--- config.mk ---
export PLATFORM = sky130hd
export DESIGN_NAME = calf_injector
export DESIGN_NICKNAME = d
export VERILOG_FILES = /design/src/rtl/calf_injector_pkg.sv /design/src/rtl/calf_inj_fifo.sv /design/src/rtl/calf_injector.sv
export SDC_FILE = /design/constraint.sdc
export NUM_CORES = 1
export LEC_CHECK = 0
export BUFFER_PORTS_ARGS = -buffer_cell sky130_fd_sc_hd__buf_2
export CAP_MARGIN = 20
export CELL_PAD_IN_SITES_DETAIL_PLACEMENT = 1
export CELL_PAD_IN_SITES_GLOBAL_PLACEMENT = 1
export CORE_ASPECT_RATIO = 2
export CORE_UTILIZATION = 30
export CTS_CLUSTER_DIAMETER = 150
export DETAILED_ROUTE_END_ITERATION = 10
export GPL_ROUTABILITY_DRIVEN = 1
export PLACE_DENSITY = 0.67
export SETUP_SLACK_MARGIN = 0.05
export SYNTH_ARGS = -nofsm -noshare
export SYNTH_HDL_FRONTEND = slang
export SYNTH_SLANG_ARGS = --single-unit
--- constraint.sdc ---
create_clock -name clk -period 5.02 [get_ports clk]
set_input_delay 1.255 -clock clk [delete_from_list [all_inputs] [get_ports clk]]
set_output_delay 1.255 -clock clk [all_outputs]
set_load 0.1 [all_outputs]
--- src/rtl/calf_injector_pkg.sv ---
// Shared flit layout and sizing constants for the CALF injection stage.
package calf_injector_pkg;

  localparam int STEER_W     = 16;
  localparam int VALID_F     = 15;
  localparam int ADDR_N      = 16;
  localparam int DEST_W      = $clog2(ADDR_N);
  localparam int DEST_LO     = 0;
  localparam int CALF_QDEPTH = 4;
  localparam int NSLOT       = 4;

endpackage

--- src/rtl/calf_inj_fifo.sv ---
// Injection FIFO: circular storage with wrapping read/write pointers and occupancy count.
module calf_inj_fifo
  import calf_injector_pkg::*;
#(
  parameter int QDEPTH = CALF_QDEPTH,
  parameter int W      = STEER_W
) (
  input  logic                        clk,
  input  logic                        rst_n,
  input  logic                        push,
  input  logic [W-1:0]                din,
  input  logic                        pop,
  output logic [W-1:0]                dout,
  output logic [$clog2(QDEPTH+1)-1:0] count,
  output logic                        full,
  output logic                        empty
);

  localparam int PW = $clog2(QDEPTH);
  localparam int CW = $clog2(QDEPTH+1);

  logic [W-1:0]  mem_q [QDEPTH];
  logic [W-1:0]  mem_d [QDEPTH];
  logic [PW-1:0] wr_ptr_q, wr_ptr_d;
  logic [PW-1:0] rd_ptr_q, rd_ptr_d;
  logic [CW-1:0] count_q, count_d;

  // Pointers wrap naturally because QDEPTH is a power of two.
  always_comb begin
    mem_d    = mem_q;
    wr_ptr_d = wr_ptr_q;
    rd_ptr_d = rd_ptr_q;
    count_d  = count_q;
    if (push) begin
      mem_d[wr_ptr_q] = din;
      wr_ptr_d        = wr_ptr_q + PW'(1);
    end
    if (pop) begin
      rd_ptr_d = rd_ptr_q + PW'(1);
    end
    if (push && !pop) begin
      count_d = count_q + CW'(1);
    end else if (pop && !push) begin
      count_d = count_q - CW'(1);
    end
  end

  always_ff @(posedge clk or negedge rst_n) begin
    if (!rst_n) begin
      wr_ptr_q <= '0;
      rd_ptr_q <= '0;
      count_q  <= '0;
    end else begin
      wr_ptr_q <= wr_ptr_d;
      rd_ptr_q <= rd_ptr_d;
      count_q  <= count_d;
    end
  end

  // Storage needs no reset: stale entries are unreachable once the pointers clear.
  always_ff @(posedge clk) begin
    mem_q <= mem_d;
  end

  assign dout  = mem_q[rd_ptr_q];
  assign count = count_q;
  assign full  = (count_q == CW'(QDEPTH));
  assign empty = (count_q == '0);

endmodule

--- src/rtl/calf_injector.sv ---
// CALF local injection: drops the FIFO head into the lowest free slot and registers all slots.
module calf_injector
  import calf_injector_pkg::*;
#(
  parameter int QDEPTH     = CALF_QDEPTH,
  parameter int STARVE_LIM = 8
) (
  input  logic                        clk,
  input  logic                        rst_n,
  input  logic                        in_valid,
  input  logic [STEER_W-1:0]          in_flit,
  output logic                        in_ready,
  input  logic [STEER_W-1:0]          c0,
  input  logic [STEER_W-1:0]          c1,
  input  logic [STEER_W-1:0]          c2,
  input  logic [STEER_W-1:0]          c3,
  output logic [STEER_W-1:0]          c0_o,
  output logic [STEER_W-1:0]          c1_o,
  output logic [STEER_W-1:0]          c2_o,
  output logic [STEER_W-1:0]          c3_o,
  output logic [$clog2(QDEPTH+1)-1:0] q_count,
  output logic                        starve
);

  localparam int SW = $clog2(STARVE_LIM+1);

  logic [STEER_W-1:0] head;
  logic               full;
  logic               empty;
  logic               push;
  logic               pop;
  logic [STEER_W-1:0] slot_in [NSLOT];
  logic [STEER_W-1:0] slot_d  [NSLOT];
  logic [STEER_W-1:0] slot_q  [NSLOT];
  logic [SW-1:0]      cnt_d, cnt_q;
  logic               starve_d, starve_q;

  assign in_ready = rst_n & ~full;
  assign push     = in_valid & in_ready;

  calf_inj_fifo #(
    .QDEPTH (QDEPTH),
    .W      (STEER_W)
  ) u_fifo (
    .clk   (clk),
    .rst_n (rst_n),
    .push  (push),
    .din   (in_flit),
    .pop   (pop),
    .dout  (head),
    .count (q_count),
    .full  (full),
    .empty (empty)
  );

  assign slot_in[0] = c0;
  assign slot_in[1] = c1;
  assign slot_in[2] = c2;
  assign slot_in[3] = c3;

  // Lowest-index free slot wins; every other slot passes through untouched.
  always_comb begin
    pop = 1'b0;
    for (int k = 0; k < NSLOT; k++) begin
      slot_d[k] = slot_in[k];
    end
    for (int k = 0; k < NSLOT; k++) begin
      if (!empty && !pop && !slot_in[k][VALID_F]) begin
        slot_d[k]          = head;
        slot_d[k][VALID_F] = 1'b1;
        pop                = 1'b1;
      end
    end
  end

  always_comb begin
    cnt_d = cnt_q;
    if (pop || empty) begin
      cnt_d = '0;
    end else if (cnt_q != SW'(STARVE_LIM)) begin
      cnt_d = cnt_q + SW'(1);
    end
    starve_d = (cnt_d == SW'(STARVE_LIM));
  end

  always_ff @(posedge clk or negedge rst_n) begin
    if (!rst_n) begin
      for (int k = 0; k < NSLOT; k++) begin
        slot_q[k] <= '0;
      end
      cnt_q    <= '0;
      starve_q <= 1'b0;
    end else begin
      for (int k = 0; k < NSLOT; k++) begin
        slot_q[k] <= slot_d[k];
      end
      cnt_q    <= cnt_d;
      starve_q <= starve_d;
    end
  end

  assign c0_o   = slot_q[0];
  assign c1_o   = slot_q[1];
  assign c2_o   = slot_q[2];
  assign c3_o   = slot_q[3];
  assign starve = starve_q;

endmodule

# Word level (Yosys, flattened, before mapping)
# Cells that the tools add are included.
[word_totals]
reg_bits = 140
latchBits = 0
mem_bits_rw = 0
rom_bits = 0
input_bits = 83
output_inout_bits = 69
elab_cells = 70
mem_count = 0
[classes]
n_addsub = 5
multipliers = 0
div_mod_pow = 0
n_lt_le_gt_ge = 3
n_eq_ne = 3
n_shift = 0
muxes = 18
bitwise_logic = 5
reduce_logical = 23
[op_table]
columns = ["cell", "n"]
rows = [
  ["two-way mux 16 bit", 5],
  ["bitwise mux 64 bit", 1],
  ["binary-select mux 16 bit (select 2 bit)", 1],
  ["demux 16 bit (select 2 bit)", 1],
  ["two-way mux 15 bit", 2],
  ["logical AND 1 bit", 10],
  ["logical NOT 1 bit", 10],
  ["two-way mux 4 bit", 2],
  [">= comparator 3 bit, second input constant", 2],
  ["two-way mux 3 bit", 2],
  ["inverter 2 -> 3 bit", 2],
  ["adder 2 x 1 -> 2 bit, second input constant", 2],
  ["adder 4 x 1 -> 4 bit, second input constant", 1],
  ["equality test 4 bit, second input constant", 1],
  ["two-way mux 1 bit", 4],
  ["inequality test 4 bit, second input constant", 1],
  ["adder 3 x 1 -> 3 bit, second input constant", 1],
  ["equality test 3 bit, second input constant", 1],
  ["logical NOT 3 bit", 1],
  ["less-than comparator 3 x 1 -> 1 bit, second input constant", 1],
  ["subtractor 3 x 1 -> 3 bit, second input constant", 1],
  ["AND 1 bit", 2],
  ["nonzero test 2 bit", 1],
  ["logical OR 1 bit", 1],
  ["inverter 1 bit", 1],
]

# Logic depth before layout (Yosys ltp)
[logic_depth]
word_depth = 19
ltp_mapped = 8
ltp_nobuf = 8

# Hierarchy
# A second synthesis with hierarchy kept.
[unflattened]
cells_unflattened = 286
area_unflattened_um2 = 5514.0
[by_module_without_submodules]
columns = ["mod", "instances", "cells_each", "area_per_inst_um2", "seq_area_each_um2"]
rows = [
  ["calf_injector", 1, 168, 2770.2, 1726.7],
  ["calf_inj_fifo", 1, 118, 2743.9, 2097.0],
]

# Worst setup path before layout
# No wires, ideal clock.
[synth_timing]
kind = "in2out"
startpoint = "input rst_n"
endpoint = "output in_ready"
arrival_time_ns = 3.444
t_required_ns = 3.765
path_slack_ns = 0.321
stages = 1
path_buffers = 0
cell_sequence = "a21boi_0"
[synth_between]
elab_chain_len = 1
[synth_rtl]
columns = ["element", "line", "text"]
rows = [
  ["start: declaration", "calf_injector.sv:9", "input logic rst_n,"],
  ["AND 1 bit", "calf_injector.sv:38", "assign in_ready = rst_n & ~full;"],
  ["end: declaration", "calf_injector.sv:12", "output logic in_ready,"],
]
# No other way between the ends.

# Worst setup path in the final report
# Ends and elaborated chain as after synthesis.

==> flow_summary_export.csv <==
group,metric,value,unit
outcome,outcome,"complete, no violations",
job,max-cap-violations,0,
critical_path,cp_cell_sequence,"buf_4 > a21boi_0 > buf_2",
synthesis,synth_commonest_cells,"76 x dfrtp_1, 60 x edfxtp_1, 51 x mux2_2",
power_and_ir_drop,switchingPower,1.93,mW
timing,slew_headroom,33.8,%
clock_tree,clkSinkCount,136,
critical_path,cp_max_fo,12,
route,drc,0,
synthesis,synth_nets,372,
synthesis,syn_area_per_cell,18.9,µm²
floorplan,io_pins,152,
clock_tree,clkLatencyLatePin,0.41,ns
clock_tree,cts_root_buf,"clkbuf_16",
route,drtPass1Iterations,6,
grt,grt_util_all_layers,15.1,%
route,wl_per_cell,19.1,µm
critical_path,cpLargestDelayFamily,"buffers and inverters",
clock_tree,cts_tree,"built",
timing,fin_crit_sh,65.9,%
synthesis,synth.area.top_cells,"dfrtp_1 36%, edfxtp_1 34%, mux2_2 11%",
clock_tree,ctsResizeCount,0,
synthesis,synth-seq-cells,136,
floorplan,core,0.0173,mm²
power_and_ir_drop,intPower,2.57,mW
power_and_ir_drop,p_seq_share,33.1,%
finish,synthToLayoutAreaGrowth,30.6,%
critical_path,required,3.76,ns
critical_path,crit_path_end_kind,"output pin",
finish,finish.instance_area,0.00692,mm²
clock_tree,cts_buffers,17,
grt,grt_start_max_net_pins,68,
timing,tightest_slew,0.992,ns
grt,overflow,0,
floorplan,rows,68,
timing,rsz0062_at_grt,"false",
critical_path,cp_num_cells,3,
synthesis,yosysMostFrequentCell,"dfrtp_1",
timing,final.setup_skew,0.00547,ns
critical_path,critPathBufInv,2,
synthesis,postSynthCellCount,281,
grt,first_global_vias,3404,
critical_path,slowest_stage,"buf_2",
synthesis,synth.top_cell.area_share,35.9,%
timing,hold_ws,0.597,ns
floorplan,design.die.area,0.0182,mm²
critical_path,arrival,2.05,ns
synthesis,synth_top_area_cell,"dfrtp_1",
synthesis,ys_seq_area_share,69.9,%
timing,hold_violations,0,
clock_tree,cts.htree.levels,4,
route,antenna_left,0,
route,drt_wl_total,12800,µm
timing,tns,0,ns
synthesis,synth-edff-count,60,
synthesis,synthFlopType,"dfrtp_1",
power_and_ir_drop,pwr-share-clk,28.1,%
critical_path,critPathMaxStageDelay,0.44,ns
timing,maxSlewViolCount,0,
clock_tree,path_clk_slew,0.06,ns
critical_path,reg2reg_depth,8,
grt,antenna_found_initial,1,
synthesis,syn-cell-area,0.00530,mm²
route,drt_first_iter_violations,53,
power_and_ir_drop,ir_drop,0.201,mV
finish,drive_gt1_share,57.2,%
placement,globalplace.congestion,0.729,
power_and_ir_drop,p_sw_share,42.9,%
critical_path,cp-start-kind,"input pin",
placement,dpl-instance-area,0.00626,mm²
timing,finalCriticalPeriod,3.31,ns
floorplan,start_util,30.7,%
finish,nets,536,
finish,final.fill_count,1779,
critical_path,critPathLaunch,"rst_n",
clock_tree,cts_hold_buffers,0,
synthesis,async_reset_ff_share,55.9,%
clock_tree,post_cts_buffers,0,
route,vias_per_cell,4.51,
route,vias,3020,
floorplan,die_w,96.0,µm
placement,io_buffers,150,
synthesis,yosys_warnings,0,
critical_path,r2r-start,"u_fifo.count[0]",
timing,fmax,302,MHz
critical_path,r2r_end,"u_fifo.count[2]",
critical_path,worst-setup-path-type,"in2out",
critical_path,crit_path_end,"in_ready",
timing,setup_viol,0,
finish,fin_util,40.1,%
grt,grt_pass1_wl,19300,µm
placement,dp_hpwl,9300,µm
critical_path,r2r_setup_slack,2.67,ns
power_and_ir_drop,p_leak,2.89,nW
synthesis,ys_types,35,
min_path,hold_path_class,"reg2reg",
clock_tree,cts_buffer_depth,2,
power_and_ir_drop,power_density,649,mW/mm²
power_and_ir_drop,p_comb_share,38.8,%
floorplan,die_h,190,µm
[layout by cell type (no fill, tap or decap), types with 5 or more instances in the layout]
| cell | instances |
|---|---|
| inv_1 | 5 |
| mux4_2 | 15 |
| ha_1 | 7 |
| and2_1 | 5 |
| mux2_2 | 51 |
| buf_2 | 149 |
| edfxtp_1 | 60 |
| dfrtp_1 | 76 |
| nor2_1 | 5 |
| mux2_4 | 8 |
| clkbuf_16 | 17 |
[registers in the layout, indices dropped and copies added, names as in the netlist]
name	cells
starve	1
c1_o	16
c2_o	16
u_fifo.mem_q	60
c3_o	16
cnt_q	4
u_fifo.rd_ptr_q	2
u_fifo.count	3
c0_o	16
u_fifo.wr_ptr_q	2
[routing by layer]
layer	track usage (%)	share of wire (%)	vias up	wire (µm)
met4	7.58	2.7	0	342
met1	15.3	35	1521	4490
met2	27.7	58	103	7400
li1	-	-	1377	-
met5	0	0	-	0
met3	3.84	4.3	19	547
[per-stage QoR]
stage	worst slack, ns	power [mW]	instances
2_1_floorplan	0.321	2.89	281
3_3_place_gp	1.69	3.22	634
3_5_place_dp	1.69	3.25	634
4_1_cts	1.69	4.53	666
5_1_grt	1.66	4.69	669
6_report	1.71	4.49	669
[power by group through the flow]
stage,Combinational [mW],Sequential [mW],Clock [mW]
after floorplan,0.508,2.38,0
after global placement,1.69,1.53,0
after detailed placement,1.71,1.54,0
after CTS,1.71,1.52,1.30
after global routing,1.83,1.51,1.34
final,1.74,1.49,1.26
[worst min-delay path by stage]
stage | slack, ns | end | from | cells after the start
after floorplan | 0.52 | cnt_q[3] | cnt_q[3] | 2
after global placement | 0.54 | cnt_q[3] | cnt_q[3] | 2
after detailed placement | 0.59 | u_fifo.wr_ptr_q[1] | u_fifo.wr_ptr_q[1] | 1
after CTS | 0.60 | u_fifo.wr_ptr_q[1] | u_fifo.wr_ptr_q[1] | 1
after global routing | 0.63 | u_fifo.wr_ptr_q[1] | u_fifo.wr_ptr_q[1] | 1
final | 0.60 | u_fifo.wr_ptr_q[1] | u_fifo.wr_ptr_q[1] | 1
[final cells by class]
class	instances	area (µm²)	area share, %
clock buffers	18	429	6.20
repair buffers	153	816	11.8
clock inverters	14	171	2.48
inverters	5	18.8	0.271
diodes	1	2.50	0.0362
flip-flops and latches	136	3700	53.5
well taps	210	263	3.80
multi-input cells	132	1520	21.9
[worst reg2reg max path: stages, from the launching register on]
cell	delay [ns]
dfrtp_1	0.55
nor2_1	0.10
a21oi_1	0.48
ha_1	0.28
inv_1	0.06
fa_1	0.37
xor2_1	0.17
nor2_1	0.12
xor2_1	0.15
[kinds of logic after synthesis]
logic type	count (synthesis)	synth area share (%)
buffers and inverters	13	1.46
muxes	77	20.1
DFF	136	69.9
AOI/OAI and AO/OA	9	1.58
and+or+nand+nor	31	3.75
xor gates and xnor gates	7	1.16
adders and majority gates	8	2.03
Note: power is estimated with default switching activity, not from simulation.
